<file path="src/rtl/jesd_rx_link_ctrl.sv">
// ---------------------------------------------------------------------------
// jesd_rx_link_ctrl
//
// Link bring-up and supervision FSM for a JESD204B receiver. It drives SYNC~
// through code-group sync (CGS), the initial lane alignment sequence (ILAS)
// and DATA. It requests resynchronisation when sync is lost, when ILAS takes
// too long, or when there are too many lane errors within one LMFC period.
// Everything runs in the RX core clock domain. All lane status inputs are
// assumed to be synchronised into this domain already.
//
// Ports:
//   clk_i            core clock
//   rst_i            synchronous active-high reset
//   enable_i         link enable; low forces IDLE
//   lane_cgs_i       per-lane code-group sync achieved (level)
//   lane_ilas_done_i per-lane ILAS complete (level)
//   lane_err_i       per-lane disparity/not-in-table error (1-cycle pulse)
//   lmfc_edge_i      LMFC boundary pulse
//   sync_n_o         JESD SYNC~, active-low (high only in ILAS and DATA)
//   link_up_o        high only in DATA
//   state_o          current state: IDLE=0 CGS=1 WAIT_LMFC=2 ILAS=3
//                    DATA=4 RESYNC=5
//   resync_cnt_o     saturating count of RESYNC entries
// ---------------------------------------------------------------------------
module jesd_rx_link_ctrl #(
  parameter int LANES          = 4,
  parameter int CGS_MIN_CYCLES = 8,
  parameter int ILAS_TIMEOUT   = 1024,
  parameter int ERR_THRESH     = 4,
  parameter int RESYNC_HOLD    = 16
) (
  input  logic             clk_i,
  input  logic             rst_i,
  input  logic             enable_i,
  input  logic [LANES-1:0] lane_cgs_i,
  input  logic [LANES-1:0] lane_ilas_done_i,
  input  logic [LANES-1:0] lane_err_i,
  input  logic             lmfc_edge_i,
  output logic             sync_n_o,
  output logic             link_up_o,
  output logic [2:0]       state_o,
  output logic [7:0]       resync_cnt_o
);

  localparam int CGS_W  = (CGS_MIN_CYCLES > 1) ? $clog2(CGS_MIN_CYCLES) : 1;
  localparam int ILAS_W = (ILAS_TIMEOUT   > 1) ? $clog2(ILAS_TIMEOUT)   : 1;
  localparam int ERR_W  = (ERR_THRESH     > 1) ? $clog2(ERR_THRESH)     : 1;
  localparam int HOLD_W = (RESYNC_HOLD    > 1) ? $clog2(RESYNC_HOLD)    : 1;
  // One extra bit so the updated error count can reach ERR_THRESH itself
  // before it is compared.
  localparam int ERR_SW = ERR_W + 1;

  typedef enum logic [2:0] {
    ST_IDLE      = 3'd0,
    ST_CGS       = 3'd1,
    ST_WAIT_LMFC = 3'd2,
    ST_ILAS      = 3'd3,
    ST_DATA      = 3'd4,
    ST_RESYNC    = 3'd5
  } state_t;

  state_t             state_reg, state_next;
  logic [CGS_W-1:0]   cgs_cnt_reg, cgs_cnt_next;
  logic [ILAS_W-1:0]  ilas_timer_reg, ilas_timer_next;
  logic [ERR_W-1:0]   err_cnt_reg, err_cnt_next;
  logic [HOLD_W-1:0]  hold_cnt_reg, hold_cnt_next;
  logic [7:0]         resync_cnt_reg;
  logic               sync_n_reg;
  logic               link_up_reg;

  logic               all_cgs;
  logic               all_ilas;
  logic               any_err;
  logic [ERR_SW-1:0]  err_sum;
  logic               enter_resync;

  assign all_cgs  = &lane_cgs_i;
  assign all_ilas = &lane_ilas_done_i;
  // Several lanes erroring in the same cycle count as a single error cycle.
  assign any_err  = |lane_err_i;

  // Updated error count: an LMFC edge starts a new window, and the current
  // cycle's error belongs to that new window.
  always_comb begin
    if (lmfc_edge_i) begin
      err_sum = ERR_SW'(any_err);
    end else begin
      err_sum = {1'b0, err_cnt_reg} + ERR_SW'(any_err);
    end
  end

  // Next-state and counter update. Each counter is cleared when its state is
  // left, so it always starts from 0 on the next entry.
  always_comb begin
    state_next      = state_reg;
    cgs_cnt_next    = cgs_cnt_reg;
    ilas_timer_next = ilas_timer_reg;
    err_cnt_next    = err_cnt_reg;
    hold_cnt_next   = hold_cnt_reg;

    if (!enable_i) begin
      state_next      = ST_IDLE;
      cgs_cnt_next    = '0;
      ilas_timer_next = '0;
      err_cnt_next    = '0;
      hold_cnt_next   = '0;
    end else begin
      case (state_reg)
        ST_IDLE: begin
          state_next = ST_CGS;
        end

        ST_CGS: begin
          if (all_cgs) begin
            if (cgs_cnt_reg == CGS_W'(CGS_MIN_CYCLES - 1)) begin
              state_next   = ST_WAIT_LMFC;
              cgs_cnt_next = '0;
            end else begin
              cgs_cnt_next = cgs_cnt_reg + CGS_W'(1);
            end
          end else begin
            cgs_cnt_next = '0;
          end
        end

        ST_WAIT_LMFC: begin
          // Losing sync takes priority over the LMFC edge, so SYNC~ is only
          // released on an LMFC boundary with all lanes still in sync.
          if (!all_cgs) begin
            state_next = ST_CGS;
          end else if (lmfc_edge_i) begin
            state_next = ST_ILAS;
          end
        end

        ST_ILAS: begin
          // ILAS completion wins over a timeout in the same cycle.
          if (all_ilas) begin
            state_next      = ST_DATA;
            ilas_timer_next = '0;
          end else if (!all_cgs ||
                       ilas_timer_reg == ILAS_W'(ILAS_TIMEOUT - 1)) begin
            state_next      = ST_RESYNC;
            ilas_timer_next = '0;
          end else begin
            ilas_timer_next = ilas_timer_reg + ILAS_W'(1);
          end
        end

        ST_DATA: begin
          if (err_sum >= ERR_SW'(ERR_THRESH) || !all_cgs) begin
            state_next   = ST_RESYNC;
            err_cnt_next = '0;
          end else begin
            err_cnt_next = err_sum[ERR_W-1:0];
          end
        end

        ST_RESYNC: begin
          if (hold_cnt_reg == HOLD_W'(RESYNC_HOLD - 1)) begin
            state_next    = ST_CGS;
            hold_cnt_next = '0;
          end else begin
            hold_cnt_next = hold_cnt_reg + HOLD_W'(1);
          end
        end

        default: begin
          state_next      = ST_IDLE;
          cgs_cnt_next    = '0;
          ilas_timer_next = '0;
          err_cnt_next    = '0;
          hold_cnt_next   = '0;
        end
      endcase
    end
  end

  assign enter_resync = (state_next == ST_RESYNC) && (state_reg != ST_RESYNC);

  // State, counters and Moore outputs. Outputs are registered from the next
  // state so they change on the same edge as the state they decode.
  always_ff @(posedge clk_i) begin
    if (rst_i) begin
      state_reg      <= ST_IDLE;
      cgs_cnt_reg    <= '0;
      ilas_timer_reg <= '0;
      err_cnt_reg    <= '0;
      hold_cnt_reg   <= '0;
      resync_cnt_reg <= '0;
      sync_n_reg     <= 1'b0;
      link_up_reg    <= 1'b0;
    end else begin
      state_reg      <= state_next;
      cgs_cnt_reg    <= cgs_cnt_next;
      ilas_timer_reg <= ilas_timer_next;
      err_cnt_reg    <= err_cnt_next;
      hold_cnt_reg   <= hold_cnt_next;
      sync_n_reg     <= (state_next == ST_ILAS) || (state_next == ST_DATA);
      link_up_reg    <= (state_next == ST_DATA);
      if (enter_resync && resync_cnt_reg != 8'hFF) begin
        resync_cnt_reg <= resync_cnt_reg + 8'd1;
      end
    end
  end

  assign sync_n_o     = sync_n_reg;
  assign link_up_o    = link_up_reg;
  assign state_o      = state_reg;
  assign resync_cnt_o = resync_cnt_reg;

endmodule

</file>
<file path="config.mk">
export PLATFORM = sky130hd
export DESIGN_NAME = jesd_rx_link_ctrl
export DESIGN_NICKNAME = d
export VERILOG_FILES = /design/src/rtl/jesd_rx_link_ctrl.sv
export SDC_FILE = /design/constraint.sdc
export NUM_CORES = 1
export LEC_CHECK = 0
export ABC_AREA = 1
export BUFFER_PORTS_ARGS = -buffer_cell sky130_fd_sc_hd__buf_4
export CORE_UTILIZATION = 25
export DETAILED_ROUTE_END_ITERATION = 6
export HOLD_SLACK_MARGIN = 0.06
export PLACE_DENSITY = 0.4
export SYNTH_ARGS = -nofsm -noshare
export SYNTH_HDL_FRONTEND = slang
export SYNTH_SLANG_ARGS = --single-unit
</file>
<file path="constraint.sdc">
create_clock -name clk_i -period 3.1 [get_ports clk_i]
set_input_delay 0.775 -clock clk_i [delete_from_list [all_inputs] [get_ports clk_i]]
set_output_delay 0.775 -clock clk_i [all_outputs]
set_load 0.005 [all_outputs]
</file>
## Yosys cells after proc, flatten, opt, wreduce, memory -nomap -nowiden

Index checks and enable logic that the tools add are counted.

- Register bits after elaboration: 32
- Latch bits: 0
- Memory bits (writable): 0
- ROM bits: 0
- Output and inout port bits: 13
- Logic and storage cells: 64
- Memories: 0

- Add/sub/neg operators: 5
- Multipliers: 0
- Divide/modulo/power cells: 0
- Order comparisons: 1
- Eq/ne operators: 13
- Shift operators: 0
- Muxes and demuxes: 21
- Bitwise gates (word level): 1
- Reductions and logical operators: 15

Operators with widths:

| operator | count |
|---|---|
| $mux W3 | 12 |
| $mux W10 | 2 |
| $pmux W10 S2 | 1 |
| $reduce_or A5 Y1 | 4 |
| $pmux W3 S6 | 1 |
| $eq A3 B3 Y1 const B | 5 |
| $add A10 B1 Y10 const B | 1 |
| $eq A10 B10 Y1 const B | 1 |
| $eq A3 B2 Y1 const B | 3 |
| $add A8 B1 Y8 const B | 1 |
| $ne A8 B8 Y1 const B | 1 |
| $pmux W4 S2 | 1 |
| $reduce_and A4 Y1 | 2 |
| $pmux W3 S2 | 1 |
| $add A4 B1 Y4 const B | 1 |
| $eq A4 B4 Y1 const B | 1 |
| $mux W4 | 1 |
| $pmux W2 S2 | 1 |
| $reduce_or A4 Y1 | 1 |
| $add A2 B1 Y3 | 1 |
| $add A3 B1 Y3 const B | 1 |
| $eq A3 B1 Y1 const B | 1 |
| $ge A3 B3 Y1 const B | 1 |
| $logic_not A3 Y1 | 1 |
| 7 further kinds | 10 |

## Logic depth before layout (Yosys ltp)

Gate-level depths: netlist of run 1.

- Depth after elaboration: 11
- Depth in mapped cells: 13
- Depth with buffers taken out: 13

## Worst setup path after synthesis of run 1

No wires, ideal clock.

- Path kind: input-to-reg
- Start point: input port lane_err_i[3]
- End point: register resync_cnt_reg[6] (netlist: resync_cnt_o[6])
- Library setup time: 0.071 ns
- Data arrival time: 1.973 ns
- Required time: 3.029 ns
- Setup slack: 1.057 ns
- Stages on the path: 13
- Buffers on the path: 0
- Cells stage by stage: nor2_1 nand2_1 ha_1 ha_1 nand2_1 a21oi_1 nor2_1 nand2_1 nand2_2 nor2_8 nand2_2 nand2_1 a21oi_1

- Longest elaborated chain between the ends: 11

RTL lines:

| what | RTL line | source |
|---|---|---|
| start: declaration | 37 | `input logic [LANES-1:0] lane_err_i,` |
| $reduce_or A4 Y1 * | 80 | `assign any_err = \|lane_err_i;` |
| $add A2 B1 Y3 | 88 | `err_sum = {1'b0, err_cnt_reg} + ERR_SW'(any_err);` |
| $mux W3 * | 85 | `if (lmfc_edge_i) begin` |
| $ge A3 B3 Y1 * | 151 | `if (err_sum >= ERR_SW'(ERR_THRESH) \|\| !all_cgs) begin` |
| $logic_or A1 B1 Y1 * | 151 |  |
| $mux W3 * | 151 |  |
| $pmux W3 S6 * | 108 | `case (state_reg)` |
| $mux W3 * | 101 | `if (!enable_i) begin` |
| $eq A3 B3 Y1 * | 179 | `assign enter_resync = (state_next == ST_RESYNC) && (state_reg != ST_RESYNC);` |
| $logic_and A1 B1 Y1 * | 179 |  |
| $logic_and A1 B1 Y1 * | 201 | `if (enter_resync && resync_cnt_reg != 8'hFF) begin` |
| end signal: assignment | 202 | `resync_cnt_reg <= resync_cnt_reg + 8'd1;` |
| end: declaration | 67 | `logic [7:0] resync_cnt_reg;` |

Every way passes the cells marked *; elsewhere a longest branch is shown, timed or not.
A chain may end at the register's enable or synchronous reset.

## Worst setup path after layout of run 1

- Start point: input port lane_err_i[1]
- End point: register resync_cnt_reg[3] (netlist: resync_cnt_o[3])

Same word-level chain as after synthesis.

==> flow_summary.ini, run 1 <==
[status]
status = finished clean

[power_and_ir_drop]
p_int_uw = 614
clkPwrFrac_pct = 42.1
power_switching_uw = 190
power.density_nw_per_um2 = 367
power_frac_comb_pct = 6.4
leakagePower_nw = 0.887
power.share.switching_pct = 23.6
seq_power_share_pct = 51.5
irDropWorstVdd_mv = 0.119

[final_layout]
finish.utilization_pct = 31.9
layout-drive-gt1-share_pct = 23.0
fill_cells = 774
largest_reg_flops = 10
n_antenna_cell = 0
area.growth.synth_to_final_pct = 21.9
nNetsFinal = 305

[synth]
yosysUniqueCellTypes = 30
avgSynthCellArea_um2 = 7.16
netlist_area_um2 = 1800
synth_top_area_share_pct = 35.6
synth_fp_nets = 274
synth_seq_area_share_pct = 35.6
synth_area_leaders = dfxtp_1 36%, nand2_1 12%, nor2_1 6.7%
syn_inst = 251
yosysTopAreaCell = dfxtp_1
ys_seq_elements = 32
yosysWarnings = 0

[floorplanning]
row_count = 30
die_h_um = 86.8
start_util_pct = 26.2
design.portCount = 29
die_w_um = 86.8
die_area_um2 = 7540
core_um2 = 6870

[sta]
finalCritPeriodShare_pct = 66.5
setup_violations = 0
maxSlewViolCount = 0
maxSlewHeadroom_pct = 70.8
setup_tns_ns = 0
tightest_slew_ns = 0.438
period_needed_ns = 2.06
timing.fmax_mhz = 485
hold_viol = 0
rsz0062_at_grt = no
skew_ns = 0.00677

[drt]
routed_wl_um = 3940
drt-pass1-iter-count = 4
wire_per_inst_um = 10.4
vias_per_cell = 4.23
initialDrtViolationCount = 55
via_count = 1605
route.detailed.drc = 0
antenna_left = 0

[critical_path]
path_class = input pin to register
reg2reg_depth = 10
critical_path_arrival_ns = 2.27
r2r_setup_slack_ns = 1.21
critPathLaunchType = input pin
endpoint_kind = register
cp-startpoint = lane_err_i[1]
cp.required_ns = 3.31
cp_max_fo = 10
rr_startpoint = ilas_timer_reg[0]

[cts]
cts.sinks = 32
ctsRootBufferMaster = clkbuf_8
cts_hold_buf = 0
cts_resized = 0
cts.path.max_buffers = 2
htreeDepth = 2
cts_tree = done
cts_setup_buffers = 0
cts_made_buffers = 5
clk_pin_slew_ns = 0.07
clk_latency_ns = 0.28

[global_routing]
overflow = 0
grt_max_degree = 15
grt_use_total_pct = 11.3
grt_pass1_vias = 1500
grt_pass1_wl_um = 6630
antenna_found_initial = 0

[place]
gp_congestion = 0.718
io_buffers = 28
place_hpwl_um = 3020

[run]
maxCapViolations = 0

[min_path]
worstHoldStart = cgs_cnt_reg[2]
worstHoldPathCells = 2
hold_class = register to register
## metal layers
metal | share of wire (%) | routed length [um] | GRT usage, % | vias up
li1 | - | - | - | 869
met1 | 51 | 2000 | 14.5 | 707
met2 | 45 | 1770 | 18.5 | 25
met3 | 3.3 | 131 | 3.14 | 4
met4 | 0.94 | 37 | 3.18 | 0
met5 | 0 | 0 | 0 | -
## metrics by stage
step	instances	hold WS, ns	setup WS, ns	total power [mW]	cell area [um^2]
global placement	371	0.463	0.763	0.475	2100
floorplan	251	0.448	1.06	0.450	1800
CTS	379	0.476	1.04	0.819	2190
finish	379	0.473	1.04	0.804	2190
detailed placement	371	0.466	0.753	0.475	2100
global route	379	0.504	0.841	0.847	2190
## critical path, cell delays in order
cell and delay (ns):
buf_4 0.11, nor2_1 0.09, nand2_1 0.08, ha_1 0.19, ha_1 0.18, nand2_1 0.08
a21oi_1 0.07, nor2_1 0.10, nand2_1 0.09, nand2_2 0.13, nor2_8 0.06, nand2_2 0.12
nand2_1 0.08, a21oi_1 0.13
## cell usage in the layout (no fill, tap or decap), drive strengths merged, types with 2 or more instances in the layout
cell type / count
nor3b: 2
dfxtp: 32
inv: 24
nor3: 5
xnor2: 2
ha: 7
clkbuf: 7
nand2: 65
xor2: 10
a21oi: 23
or2: 2
nand4: 2
nand3: 23
buf: 28
nor2: 42
o21ai: 6
## kinds of logic (layout without fill, tap and decap cells)
| logic type | after synthesis | count (layout) | synth area share (%) |
|---|---|---|---|
| xor+xnor | 12 | 12 | 5.85 |
| flops | 32 | 32 | 35.6 |
| simple gates | 142 | 142 | 37.4 |
| fa+ha+maj | 7 | 7 | 4.87 |
| compound gates | 30 | 30 | 9.60 |
| buf+inv | 28 | 60 | 6.68 |
## cells in the mapped netlist, drive strengths merged
master,count
nand2,65
nor2,42
dfxtp,32
inv,24
a21oi,23
nand3,23
xor2,10
ha,7
o21ai,6
nor3,5
buf,3
nand4,2
nor3b,2
or2,2
xnor2,2
a31o,1
clkbuf,1
nor4,1
## cell type report
class / count / area, um^2 / area share (%)
clock buffers: 7 / 86.3 / 3.94
clock inverters: 1 / 7.51 / 0.342
inverters: 24 / 90.1 / 4.11
multi-input cells: 191 / 1040 / 47.3
flip-flops and latches: 32 / 641 / 29.2
well taps: 96 / 120 / 5.48
repair buffers: 28 / 210 / 9.59
## power by group through the flow
stage          logic [mW]  registers [mW]  clock network, mW
6_report           0.0512           0.414              0.339
5_1_grt            0.0567           0.414              0.376
4_1_cts            0.0522           0.414              0.353
3_5_place_dp       0.0521           0.423                  0
3_3_place_gp       0.0520           0.423                  0
2_1_floorplan      0.0277           0.423                  0
## worst paths after layout
kind	endpoint
worst max register to register	resync_cnt_o[3]
worst max-delay path	resync_cnt_o[3]
worst min register to register	cgs_cnt_reg[2]
worst min-delay path	cgs_cnt_reg[2]
Note: power is estimated with default switching activity, not from simulation.
==> inputs of run 2 (changes only) <==
Clock period 3.1 ns to 2.2 ns, I/O delays scaled along.
==> flow_summary.ini, run 2 (synthesis gave the netlist of run 1 again) <==
[status]
status = finished clean

[power_and_ir_drop]
leakagePower_nw = 0.894
power.share.switching_pct = 23.8
power.density_nw_per_um2 = 494
power_switching_uw = 258
irDropWorstVdd_mv = 0.220
seq_power_share_pct = 53.8
power_frac_comb_pct = 6.7
p_int_uw = 825
clkPwrFrac_pct = 39.5

[place]
gp_congestion = 0.729
io_buffers = 28
place_hpwl_um = 2970
pre_cts_ws_ns = 0.102

[final_layout]
layout_common_cells = 59 x nand2_1, 32 x nor2_1, 32 x dfxtp_1
fill_cells = 748
layout_commonest_cell = nand2_1
nNetsFinal = 307
layout-drive-gt1-share_pct = 23.2
area.growth.synth_to_final_pct = 21.9
multi_input_area_um2 = 1040
largest_reg_flops = 10
final-seq-area_um2 = 641
n_antenna_cell = 0

[min_path]
hold_class = register to register

[critical_path]
cp_slowest_stage_delay_ns = 0.37
cp.required_ns = 2.37
critical_path_arrival_ns = 2.03
crit_path_frequent_cell = nand2_1
cp_max_fo = 12
slowest_stage = dfxtp_1
path_cells = ha_1 > nand2_1 > nor2_2 > nand3_1 > nand3_1 > nand2_1 > a21oi_4 > nand2_2 > nand2_1 > a21oi_1
critPathLaunchType = register
endpoint_kind = register
path_class = register to register

[sta]
maxSlewViolCount = 0
tightest_slew_ns = 0.399
rsz0062_at_grt = no
timing.fmax_mhz = 536
setup_violations = 0
setup_tns_ns = 0
finalCritPeriodShare_pct = 84.7
maxSlewHeadroom_pct = 73.3
layout_setup_ws_ns = 0.336
period_needed_ns = 1.86
hold_viol = 0
skew_ns = 0.00625

[drt]
route.detailed.drc = 0
drt-pass1-iter-count = 4
routed_wl_um = 3930
antenna_left = 0
wire_per_inst_um = 10.3
vias_per_cell = 4.13
initialDrtViolationCount = 55
via_count = 1569

[floorplanning]
row_count = 30
design.portCount = 29
die_h_um = 86.8
start_util_pct = 26.2
die_area_um2 = 7540
die_w_um = 86.8
core_um2 = 6870

[cts]
htreeDepth = 2
cts_resized = 0
cts_tree = done
clk_latency_ns = 0.28
ctsRootBufferMaster = clkbuf_8
cts_made_buffers = 5
cts_hold_buf = 0
clk_pin_slew_ns = 0.07
cts.sinks = 32
cts_setup_buffers = 0
cts.path.max_buffers = 2

[global_routing]
grt_use_total_pct = 11.6
met1_usage_pct = 15.4
overflow = 0
global_route.usage.met3_pct = 2.86
antenna_found_initial = 0
grt_max_degree = 15
grt_pass1_wl_um = 6710
use_met2_pct = 18.1
grt_pass1_vias = 1470
busiest_layer = met2

[run]
maxCapViolations = 0
==> run 2: changes by cell type in the layout (fill, tap and decap cells not counted) <==
| cell | change |
|---|---|
| clkinvlp_4 | -1 |
| clkbuf_8 | -1 |
| buf_4 | +2 |
| clkinv_2 | +1 |
==> run 2: path summary, 6_finish.rpt <==
path / start / end / slack [ns] / cells past startpoint
worst max-delay path: ilas_timer_reg[0] / resync_cnt_o[7] / 0.34 / 10
worst min-delay path: cgs_cnt_reg[2] / cgs_cnt_reg[2] / 0.47 / 2
worst max register to register: ilas_timer_reg[0] / resync_cnt_o[7] / 0.34 / 10
worst min register to register: cgs_cnt_reg[2] / cgs_cnt_reg[2] / 0.47 / 2
==> run 2: stage by stage <==
step | power [mW] | cells | area [um^2] | hold slack, ns | utilization, %
5_1_grt | 1.15 | 380 | 2190 | 0.493 | 31.9
3_3_place_gp | 0.670 | 373 | 2110 | 0.462 | 30.8
6_report | 1.08 | 380 | 2190 | 0.473 | 31.9
2_1_floorplan | 0.635 | 251 | 1800 | 0.448 | -
4_1_cts | 1.11 | 380 | 2190 | 0.480 | 31.9
3_5_place_dp | 0.670 | 373 | 2110 | 0.470 | 30.8
==> run 2: per-layer routing <==
layer | vias up | routed length (um)
met5 | - | 0
met4 | 0 | 50
met3 | 4 | 141
met2 | 22 | 1660
met1 | 675 | 2080
li1 | 868 | -
==> run 2: layout make-up <==
cell class / count / area share, %
timing repair buffer: 30 / 10.3
clock inverter: 1 / 0.228
tap: 96 / 5.48
sequential: 32 / 29.2
clock buffer: 6 / 3.31
multi-input combinational: 191 / 47.3
inverter: 24 / 4.11
==> run 2: critical path: cells and delay by family (launching register included) <==
family,cells,cell delay (ns)
DFF,1,0.37
AOI/OAI and AO/OA,2,0.40
and+or+nand+nor,7,0.81
adders and majority gates,1,0.19
==> run 2: power by group through the flow <==
stage | Combinational (mW) | Clock [mW] | Sequential (mW)
after floorplan | 0.0390 | 0 | 0.596
after global placement | 0.0734 | 0 | 0.597
after detailed placement | 0.0735 | 0 | 0.596
after CTS | 0.0736 | 0.451 | 0.583
after global routing | 0.0809 | 0.482 | 0.583
final | 0.0720 | 0.428 | 0.583
==> inputs of run 3 (changes only) <==
Settings changed: PLACE_DENSITY 0.4 to 0.41.
Clock period 2.2 ns to 1.7 ns, I/O delays scaled along.
==> flow_summary.ini, run 3 (synthesis gave the netlist of run 1 again) <==
[status]
status = finished clean

[power_and_ir_drop]
leakagePower_nw = 1.08
power.density_nw_per_um2 = 567
report.power.total_mw = 1.50
irDropWorstVdd_mv = 0.281

[critical_path]
cp.required_ns = 1.92
cp_slowest_stage_delay_ns = 0.19
slowest_stage = ha_2
critPathLaunchType = input pin
r2r_setup_slack_ns = 0.10
crit_path_frequent_cell = nand2_2
critPathBufInv = 1
cp_max_fo = 7
path_cells = buf_4 > nor2_4 > nand2_2 > ha_2 > ha_4 > nand2_2 > a21oi_2 > nor2_1 > nand2_2 > nand2_4 > nor2_8 > nand2_4 > nand2_2 > a21oi_1
endpoint_kind = register
critPathTopFamily = simple AND/OR/NAND/NOR gates
path_class = input pin to register
critical_path_arrival_ns = 1.86

[place]
pre_cts_ws_ns = -0.267
placed_cell_area_um2 = 2320
gp_congestion = 0.764
io_buffers = 28
place_hpwl_um = 3160

[cts]
cts_tree = done
clk_pin_slew_ns = 0.07
cts_made_buffers = 5
cts.sinks = 32
cts.path.max_buffers = 2
cts_hold_buf = 0
clk_latency_ns = 0.29
htreeDepth = 2
ctsRootBufferMaster = clkbuf_8

[floorplanning]
design.portCount = 29
start_util_pct = 26.2
core_um2 = 6870
row_count = 30
die_h_um = 86.8
die_w_um = 86.8
die_area_um2 = 7540

[sta]
rsz0062_at_grt = yes
layout_setup_ws_ns = 0.0642
finalCritPeriodShare_pct = 96.2
setup_tns_ns = 0
hold_viol = 0
maxSlewHeadroom_pct = 82.1
period_needed_ns = 1.64
timing.fmax_mhz = 611
maxSlewViolCount = 0
skew_ns = 0.00437
tightest_slew_ns = 0.265
setup_violations = 0

[final_layout]
area.growth.synth_to_final_pct = 47.1
layout_commonest_cell = buf_4
nNetsFinal = 338
finish.utilization_pct = 38.5
largest_reg_flops = 10
final_cell_area_um2 = 2650
n_antenna_cell = 0
fill_cells = 728
layout-drive-gt1-share_pct = 42.7
layout_common_cells = 58 x buf_4, 47 x nand2_1, 29 x nor2_1

[global_routing]
grt_use_total_pct = 12.4
grt_pass1_wl_um = 7220
antenna_found_initial = 0
grt_max_degree = 15
grt_pass1_vias = 1613
overflow = 0

[drt]
drt-pass1-iter-count = 4
route.detailed.drc = 0
initialDrtViolationCount = 73
via_count = 1742
routed_wl_um = 4280
wire_per_inst_um = 10.4
antenna_left = 0
vias_per_cell = 4.23

[min_path]
hold_class = input pin to register

[run]
maxCapViolations = 0
==> run 3: cell count changes in the layout (fill, tap and decap cells not counted), moves of 4 or more <==
cell     previous run  this run
nor2_4              3         7
ha_4                0         4
nand2_2             4        13
nand3_2             1         6
dfxtp_2             0         6
nand3_1            22        16
ha_1                7         1
buf_4              30        58
nand2_1            59        47
dfxtp_1            32        26
==> run 3: final timing paths <==
check,from,depth (start not counted),end
max,lane_err_i[1],14,resync_cnt_o[3]
min,rst_i,2,resync_cnt_o[5]
max reg2reg,ilas_timer_reg[1],10,resync_cnt_o[3]
min reg2reg,cgs_cnt_reg[1],2,cgs_cnt_reg[1]
==> run 3: worst register-to-register path: cells and delay by family, from the launching register on <==
kind / cells / cell delay, ns
AOI/OAI and AO/OA: 2 / 0.35
adders and majority gates: 1 / 0.15
buffers and inverters: 1 / 0.16
DFF: 1 / 0.35
and+or+nand+nor: 6 / 0.54
==> run 3: repair_timing <==
action / CTS / global route
gates cloned: 1 / 0
endpoints found under the setup margin: 7 / 18
hold endpoints to repair: 0 / 0
buffers inserted: 0 / 2
pin swaps: 3 / 21
gates resized for setup: 3 / 49
==> run 3: where the power goes <==
part	total (mW)	internal, mW	switching, mW
Combinational	0.125	0.0586	0.0661
Sequential	0.755	0.751	0.00361
Clock	0.620	0.329	0.291
==> run 3: metal layers <==
| metal | GRT usage [%] | part of all wire [%] | vias to the layer above |
|---|---|---|---|
| met5 | 0 | 0 | - |
| met4 | 5.00 | 1.5 | 0 |
| met3 | 3.14 | 3.0 | 6 |
| met2 | 19.3 | 46 | 23 |
| met1 | 16.4 | 50 | 773 |
| li1 | - | - | 940 |
==> run 3: layout make-up <==
cell class | instances | area (um^2) | share of cell area [%]
Inverter | 24 | 90.1 | 3.41
Tap cell | 96 | 120 | 4.54
Timing Repair Buffer | 60 | 458 | 17.3
Clock buffer | 7 | 86.3 | 3.26
Clock inverter | 1 | 7.51 | 0.284
Sequential cell | 32 | 648 | 24.5
Multi-Input combinational cell | 192 | 1230 | 46.7
==> run 3: metrics by stage <==
step / hold slack (ns) / cells
after floorplan: 0.448 / 251
after global placement: 0.462 / 401
after detailed placement: 0.469 / 401
after CTS: 0.407 / 410
after global routing: 0.398 / 412
final: 0.403 / 412
